$ cat src/rtl/wvcnn_pkg.sv
// Shared WVCNN datapath types: default sample width, FSM states, and
// the cyclic-counter width helper reused by the pooling/upsampling stages.
package wvcnn_pkg;

    localparam int DEF_BIT_WIDTH = 12;

    typedef enum logic {
        IDLE = 1'b0,
        EMIT = 1'b1
    } state_e;

    function automatic int cnt_w(input int n);
        return (n <= 1) ? 1 : $clog2(n);
    endfunction

endpackage

$ cat src/rtl/upsample_seq_if.sv
// Sample stream bundle for upsample_seq: strobed input, one-per-cycle
// output, pending-slot status and sticky overflow.
interface upsample_seq_if #(
    parameter int BIT_WIDTH = 12
);

    logic                 in_enable;
    logic [BIT_WIDTH-1:0] data_in;
    logic                 in_ready;
    logic                 out_enable;
    logic [BIT_WIDTH-1:0] data_out;
    logic                 overflow;

    modport master (
        output in_enable, data_in,
        input  in_ready, out_enable, data_out, overflow
    );

    modport slave (
        input  in_enable, data_in,
        output in_ready, out_enable, data_out, overflow
    );

endinterface

$ cat src/rtl/upsample_seq_cyc_cnt.sv
// cyc_cnt: 0..N-1 cyclic counter with enable, load-to-zero and last flag.
// It saturates at N-1; only clr_i brings it back to zero.
module cyc_cnt
    import wvcnn_pkg::*;
#(
    parameter int N    = 3,
    parameter int INIT = 0
) (
    input  logic clk,
    input  logic rst,
    input  logic en_i,
    input  logic clr_i,
    output logic last_o
);

    localparam int CW = cnt_w(N);

    logic [CW-1:0] cnt_q;
    logic [CW-1:0] cnt_d;

    assign last_o = (cnt_q == CW'(N - 1));

    always_comb begin
        cnt_d = cnt_q;
        if (clr_i) begin
            cnt_d = '0;
        end else if (en_i && !last_o) begin
            cnt_d = cnt_q + 1'b1;
        end
    end

    always_ff @(posedge clk) begin
        if (rst) begin
            cnt_q <= CW'(INIT);
        end else begin
            cnt_q <= cnt_d;
        end
    end

endmodule

$ cat src/rtl/upsample_seq.sv
// Sequential nearest-neighbour upsampler: each sample repeated N cycles.
// Define UPSAMPLE_ZERO_INSERT_EN for zero-stuffing of copies 1..N-1.
module upsample_seq
    import wvcnn_pkg::*;
#(
    parameter int BIT_WIDTH = DEF_BIT_WIDTH,
    parameter int N         = 3
) (
    input  logic           clk,
    input  logic           rst,
    upsample_seq_if.slave  bus
);

`ifdef UPSAMPLE_ZERO_INSERT_EN
    localparam bit ZERO_INS = 1'b1;
`else
    localparam bit ZERO_INS = 1'b0;
`endif

    state_e               state_q, state_d;
    logic [BIT_WIDTH-1:0] hold_q, hold_d;
    logic [BIT_WIDTH-1:0] pend_q, pend_d;
    logic                 pend_v_q, pend_v_d;
    logic                 ovf_q, ovf_d;
    logic                 out_en_q, out_en_d;
    logic [BIT_WIDTH-1:0] dout_q, dout_d;
    logic                 load;
    logic                 inc;
    logic                 last;

    cyc_cnt #(
        .N    (N),
        .INIT (0)
    ) u_cnt (
        .clk    (clk),
        .rst    (rst),
        .en_i   (inc),
        .clr_i  (load),
        .last_o (last)
    );

    always_comb begin
        state_d  = state_q;
        hold_d   = hold_q;
        pend_d   = pend_q;
        pend_v_d = pend_v_q;
        ovf_d    = ovf_q;
        load     = 1'b0;
        inc      = 1'b0;
        unique case (state_q)
            IDLE: begin
                if (bus.in_enable) begin
                    state_d = EMIT;
                    hold_d  = bus.data_in;
                    load    = 1'b1;
                end
            end
            EMIT: begin
                if (last) begin
                    if (pend_v_q) begin
                        hold_d = pend_q;
                        load   = 1'b1;
                        if (bus.in_enable) begin
                            pend_d = bus.data_in;
                        end else begin
                            pend_v_d = 1'b0;
                        end
                    end else if (bus.in_enable) begin
                        hold_d = bus.data_in;
                        load   = 1'b1;
                    end else begin
                        state_d = IDLE;
                    end
                end else begin
                    inc = 1'b1;
                    if (bus.in_enable) begin
                        if (pend_v_q) begin
                            ovf_d = 1'b1;
                        end else begin
                            pend_d   = bus.data_in;
                            pend_v_d = 1'b1;
                        end
                    end
                end
            end
            default: state_d = IDLE;
        endcase
    end

    // A non-load emitting cycle is copy 1..N-1 of the current hold value.
    always_comb begin
        out_en_d = (state_d == EMIT);
        dout_d   = '0;
        if (out_en_d && !(ZERO_INS && !load)) begin
            dout_d = hold_d;
        end
    end

    always_ff @(posedge clk) begin
        if (rst) begin
            state_q  <= IDLE;
            hold_q   <= '0;
            pend_q   <= '0;
            pend_v_q <= 1'b0;
            ovf_q    <= 1'b0;
            out_en_q <= 1'b0;
            dout_q   <= '0;
        end else begin
            state_q  <= state_d;
            hold_q   <= hold_d;
            pend_q   <= pend_d;
            pend_v_q <= pend_v_d;
            ovf_q    <= ovf_d;
            out_en_q <= out_en_d;
            dout_q   <= dout_d;
        end
    end

    assign bus.in_ready   = !pend_v_q;
    assign bus.out_enable = out_en_q;
    assign bus.data_out   = dout_q;
    assign bus.overflow   = ovf_q;

endmodule
$ cat src/flat_wrapper.sv
// flat-port wrapper written by rule: the top's interface ports become plain ports
module upsample_seq_flat import wvcnn_pkg::*;
#(
    parameter int BIT_WIDTH = DEF_BIT_WIDTH,
    parameter int N         = 3
)
  (clk, rst, bus_in_enable, bus_data_in, bus_in_ready, bus_out_enable, bus_data_out, bus_overflow);
  upsample_seq_if #(.BIT_WIDTH(BIT_WIDTH)) bus_i ();
  input  logic clk;
  input  logic rst;
  input wire logic [$bits(bus_i.in_enable)-1:0] bus_in_enable;
  input wire logic [$bits(bus_i.data_in)-1:0] bus_data_in;
  output wire logic [$bits(bus_i.in_ready)-1:0] bus_in_ready;
  output wire logic [$bits(bus_i.out_enable)-1:0] bus_out_enable;
  output wire logic [$bits(bus_i.data_out)-1:0] bus_data_out;
  output wire logic [$bits(bus_i.overflow)-1:0] bus_overflow;
  assign bus_i.in_enable = bus_in_enable;
  assign bus_i.data_in = bus_data_in;
  assign bus_in_ready = bus_i.in_ready;
  assign bus_out_enable = bus_i.out_enable;
  assign bus_data_out = bus_i.data_out;
  assign bus_overflow = bus_i.overflow;
  upsample_seq #(.BIT_WIDTH(BIT_WIDTH), .N(N)) u_core (.clk(clk), .rst(rst), .bus(bus_i));
endmodule
$ cat config.mk
export PLATFORM = sky130hd
export DESIGN_NAME = upsample_seq_flat
export DESIGN_NICKNAME = d
export VERILOG_FILES = /design/src/rtl/wvcnn_pkg.sv /design/src/rtl/upsample_seq_if.sv /design/src/rtl/upsample_seq_cyc_cnt.sv /design/src/rtl/upsample_seq.sv /design/src/flat_wrapper.sv
export SDC_FILE = /design/constraint.sdc
export NUM_CORES = 1
export LEC_CHECK = 0
export CAP_MARGIN = 20
export CORE_MARGIN = 8
export CORE_UTILIZATION = 29
export CTS_BUF_LIST = sky130_fd_sc_hd__clkbuf_4 sky130_fd_sc_hd__clkbuf_8
export DETAILED_ROUTE_END_ITERATION = 10
export GPL_TIMING_DRIVEN = 1
export SKIP_LAST_GASP = 1
export SLEW_MARGIN = 5
export SYNTH_ARGS = -nofsm -noshare
export SYNTH_HDL_FRONTEND = slang
export SYNTH_SLANG_ARGS = --single-unit
export TNS_END_PERCENT = 5
$ cat constraint.sdc
create_clock -name clk -period 1.29 [get_ports clk]
set_input_delay 0.258 -clock clk [delete_from_list [all_inputs] [get_ports clk]]
set_output_delay 0.258 -clock clk [all_outputs]
set_load 0.02 [all_outputs]
# Yosys cells after proc, flatten, opt, wreduce, memory -nomap -nowiden
# Cells that the tools add are included.
# word_totals
inputBits,15
out_inout_bits,15
wordCells,44
reg_bits,41
# classes
n_bitwise,3
n_reduce_logical,9
eq_ne,4
add_sub_neg,1
mux,20
# op_table
operator,count
two-way mux 12 bit,8
case mux 12 bit (2 select lines),1
two-way mux 1 bit,9
AND reduction 5 bit,1
"inequality test 2 bit, second input constant",2
case mux 1 bit (2 select lines),2
AND reduction 4 bit,1
OR reduction 2 bit,2
inverter 1 bit,3
"adder 2 x 1 -> 2 bit, second input constant",1
"equality test 2 bit, second input constant",1
zero test 1 bit,2
"inequality test 2 x 1 -> 1 bit, second input constant",1
AND reduction 2 bit,1
nonzero test 2 bit,1
logical AND 1 bit,1

# Longest topological paths before layout
# logic_depth
word_depth,6
ltp_mapped,8
mapped_depth_nobuf,6

# By module
# Synthesis repeated with hierarchy kept, for this count alone.
# hier_totals
hier_cells,206
area_unflattened_um2,1695.4
# modules_own_cells
mod,seq_area_each_um2,instances,cells_each,area_per_inst_um2
upsample_seq,780.7,1,197,1590.3
cyc_cnt,40.0,1,9,105.1

# Worst setup path before layout
# No wires, ideal clock.
# synth_path
path_type,reg2reg
start,register u_core.u_cnt.cnt_q[0]
end,"register u_core.dout_q[3], in the netlist u_core.bus.data_out[3]"
arrival_time_ns,1.309
period_less_slack_ns,1.379
path_slack_ns,-0.089
path_stages_with_launch,9
path_buffers,2
required_time_ns,1.220
setup_time_ns,0.070
path_cell_list,dfxtp_1 -> inv_1 -> ha_1 -> buf_4 -> inv_2 -> o21ai_4 -> a21o_1 -> buf_4 -> a21oi_1
# synth_between
elab_chain_cells,5
elab_cells_between_ends,7
cone_classes,1 x eq/ne; 4 x mux; 1 x bitwise; 1 x reduce/logical
# synth_rtl
element,line_no,source
from (decl),upsample_seq_cyc_cnt.sv:18,logic [CW-1:0] cnt_q;
from (signal assigned),upsample_seq_cyc_cnt.sv:34,cnt_q <= CW'(INIT);
from (signal assigned),upsample_seq_cyc_cnt.sv:36,cnt_q <= cnt_d;
equality test 2 bit *,upsample_seq_cyc_cnt.sv:21,assign last_o = (cnt_q == CW'(N - 1));
two-way mux 1 bit,upsample_seq.sv:59,if (last) begin
case mux 1 bit (2 select lines),upsample_seq.sv:50,unique case (state_q)
inverter 1 bit (no line),--,
OR reduction 2 bit (no line),--,
to (signal assigned),upsample_seq.sv:115,dout_q <= dout_d;
to (decl),upsample_seq.sv:26,"logic [BIT_WIDTH-1:0] dout_q, dout_d;"
# Every way passes the cells marked *; elsewhere a longest branch is shown, timed or not.
# A chain may end at the register's enable or synchronous reset.

# Final worst setup path
# layout_path
start,"register u_core.dout_q[10], in the netlist u_core.bus.data_out[10]"
end,output port bus_data_out[10]
# layout_lines
element,line_no,source
to (decl),flat_wrapper.sv:15,output wire logic [$bits(bus_i.data_out)-1:0] bus_data_out;
# No word-level cell between the ends.

==> flow_summary.json <==
{
  "p_total_mw": 3.05,
  "tns_ps": -2420,
  "io_pins": 30,
  "synth-seq-cells": 41,
  "syn_area_per_cell_um2": 7.98,
  "period_minus_slack_ps": 1470,
  "wl_mm": 4.46,
  "numPortBuffers": 29,
  "grt_pass1_wl_mm": 7.56,
  "post-route-period-util_pct": 114,
  "cts_root_buf": "clkbuf_8",
  "cp-end-kind": "primary output",
  "cts_buffer_depth": 2,
  "violations": "negative setup slack",
  "antenna_found_initial": 0,
  "syn_nets": 259,
  "synth.distinct_cells": 28,
  "syn_area_um2": 1930,
  "firstDrtPassIters": 4,
  "cts.sinks": 41,
  "grt_overflow": 0,
  "r2r_setup_slack_ps": -50,
  "power.density_nw_per_um2": 1200,
  "grt_pass1_vias": 1651,
  "drv_slew": 0,
  "maxCapViolations": 0,
  "setup_viol": 24,
  "drive_gt1_share_pct": 16.7,
  "vias": 1666,
  "numCtsBuffers": 5,
  "dp.final_hpwl_mm": 3.24,
  "fmax_mhz": 678,
  "hold_depth": 2,
  "route.detailed.drc": 0,
  "die_area_um2": 9520,
  "initialDrtViolationCount": 84,
  "ant_nets": 0,
  "dieWidth_um": 97.6,
  "grt_max_degree": 25,
  "r2r_end": "u_core.pend_q[3]",
  "critical_path_class": "flop to primary output",
  "worstPathCellList": "clkdlybuf4s50_1",
  "core-area_um2": 6390,
  "dp_slack_ps": -312,
  "worst_path_max_delay_cell": "clkdlybuf4s50_1",
  "cts_tree": "done",
  "clock_latency_ps": 290,
  "grt_usage_pct": 9.44,
  "seq_area_um2": 823,
  "cp-start-kind": "flop",
  "fp.dieH_um": 97.6,
  "reg2reg_from": "u_core.u_cnt.cnt_q[0]",
  "whs_endpoint": "u_core.bus.overflow",
  "avgViaCountPerCell": 4.58,
  "finalNetCount": 303,
  "critPathLaunch": "u_core.bus.data_out[10]",
  "multi_input_area_um2": 945,
  "ys_warn_count": 0,
  "clock_skew_ps": 3.46,
  "crit_fanout": 1,
  "cts.clk_slew.worst_paths_ps": 80,
  "fin_ws_ps": -184,
  "fp-row-count": 29,
  "leakagePower_nw": 1.01,
  "slowest_delay_ps": 600,
  "status": "finished, violations left",
  "rr_worst_depth": 6,
  "cp.required_ps": 1030,
  "htree_num_levels": 2,
  "syn_to_final_growth_pct": 32.1,
  "wire_per_inst_um": 12.2,
  "worstMarginPinSlew_ps": 239,
  "worst_ep_arrival_time_ps": 1220,
  "syn_inst": 242,
  "hp-class": "flop to flop",
  "irDropWorstVdd_mv": 0.598,
  "rsz0062_at_grt": "yes",
  "seq_area_frac_synth_pct": 42.5,
  "maxSlewHeadroom_pct": 84.1,
  "n_antenna_cell": 0,
  "fill_cells": 647,
  "start_util_pct": 30.2,
  "crit_buf_inv": 1,
  "gp_congestion": 0.759,
  "hold_viol": 0,
  "critical_path.top_delay_family": "buffers and inverters",
  "hp-start": "u_core.bus.overflow"
}
==> cell type report <==
type | count | area share (%)
Clock buffer | 6 | 3.24
Clock inverter | 2 | 1.47
Inverter | 17 | 2.60
Multi-Input combinational cell | 166 | 37.0
Sequential cell | 41 | 32.3
Tap cell | 77 | 3.78
Timing Repair Buffer | 55 | 19.6
==> layout by cell type (no fill, tap or decap), types with 2 or more instances in the layout <==
cell and instances:
o21ai_1 6, nand3_1 13, inv_2 3, inv_1 13
dfxtp_2 2, clkbuf_8 6, nor2_1 4, nand2b_1 24
buf_4 25, o21ai_0 18, a21oi_1 28, dlygate4sd2_1 2
clkdlybuf4s50_1 25, dlymetal6s2s_1 2, mux2i_1 12, dfxtp_1 39
nand2_1 48
==> synth_stat cells (all sizes together) <==
cell type | n | area share, %
nand2b | 24 | 7.8
inv | 17 | 3.3
and2b | 1 | 0.39
ha | 2 | 1.3
o21ai | 26 | 7.5
a21oi | 28 | 7.3
a31oi | 1 | 0.32
or2 | 1 | 0.32
nor2 | 5 | 1.4
clkbuf | 6 | 1.2
nand3 | 13 | 3.4
xnor2 | 1 | 0.45
dfxtp | 41 | 43
a21boi | 1 | 0.97
mux2i | 12 | 6.2
a211oi | 1 | 0.65
o21ba | 1 | 0.52
buf | 12 | 4.9
a21o | 1 | 0.39
nand2 | 48 | 9.3
==> cells by family (layout without fill, tap and decap cells) <==
| family | count (synthesis) | in the layout | share of synthesized area (%) |
|---|---|---|---|
| adder cells (fa/ha/maj) | 2 | 2 | 1.30 |
| AO/OA/AOI/OAI | 59 | 59 | 17.6 |
| buffers and inverters | 35 | 80 | 9.33 |
| flip-flops | 41 | 41 | 42.5 |
| multiplexers | 12 | 12 | 6.22 |
| AND/OR/NAND/NOR | 92 | 92 | 22.6 |
| XOR/XNOR | 1 | 1 | 0.454 |
==> where the power goes <==
| group | leakage, nW | switching, mW | internal, mW |
|---|---|---|---|
| registers | 0.337 | 0.0330 | 1.35 |
| logic | 0.616 | 0.311 | 0.286 |
| clock network | 0.0574 | 0.448 | 0.629 |
==> registers in the layout, indices dropped and copies added (netlist names) <==
register and cells:
u_core.u_cnt.cnt_q 2, u_core.pend_v_q 1, u_core.state_q 1, u_core.bus.overflow 1, u_core.hold_q 12, u_core.pend_q 12, u_core.bus.data_out 12
==> stage by stage <==
stage | cell area, um^2 | util (%) | hold slack, ps | instances
after floorplan | 1960 | - | 396 | 242
after global placement | 2430 | 38.0 | 459 | 356
after detailed placement | 2430 | 38.0 | 460 | 356
after CTS | 2550 | 39.9 | 478 | 364
after global routing | 2550 | 39.9 | 495 | 364
final | 2550 | 39.9 | 464 | 364
==> what timing repair did <==
action                     4_1_cts  5_1_grt
hold buffers                     0        0
setup endpoints to repair       29       51
resized for setup                2        2
setup buffers                    0        0
==> worst max-delay path by stage <==
stage | end | depth (start not counted)
6_report | bus_data_out[10] | 1
5_1_grt | bus_data_out[6] | 1
4_1_cts | bus_overflow | 1
3_5_place_dp | u_core.pend_q[8] | 6
3_3_place_gp | u_core.bus.data_out[0] | 6
2_1_floorplan | u_core.pend_q[0] | 6
==> metal layers <==
metal	GRT usage, %	up-vias	wire length, um
li1	-	868	-
met1	10.9	756	2030
met2	15.9	37	2150
met3	2.42	5	194
met4	4.31	0	75
met5	0	-	0
Power figures use the tool's default switching activity.
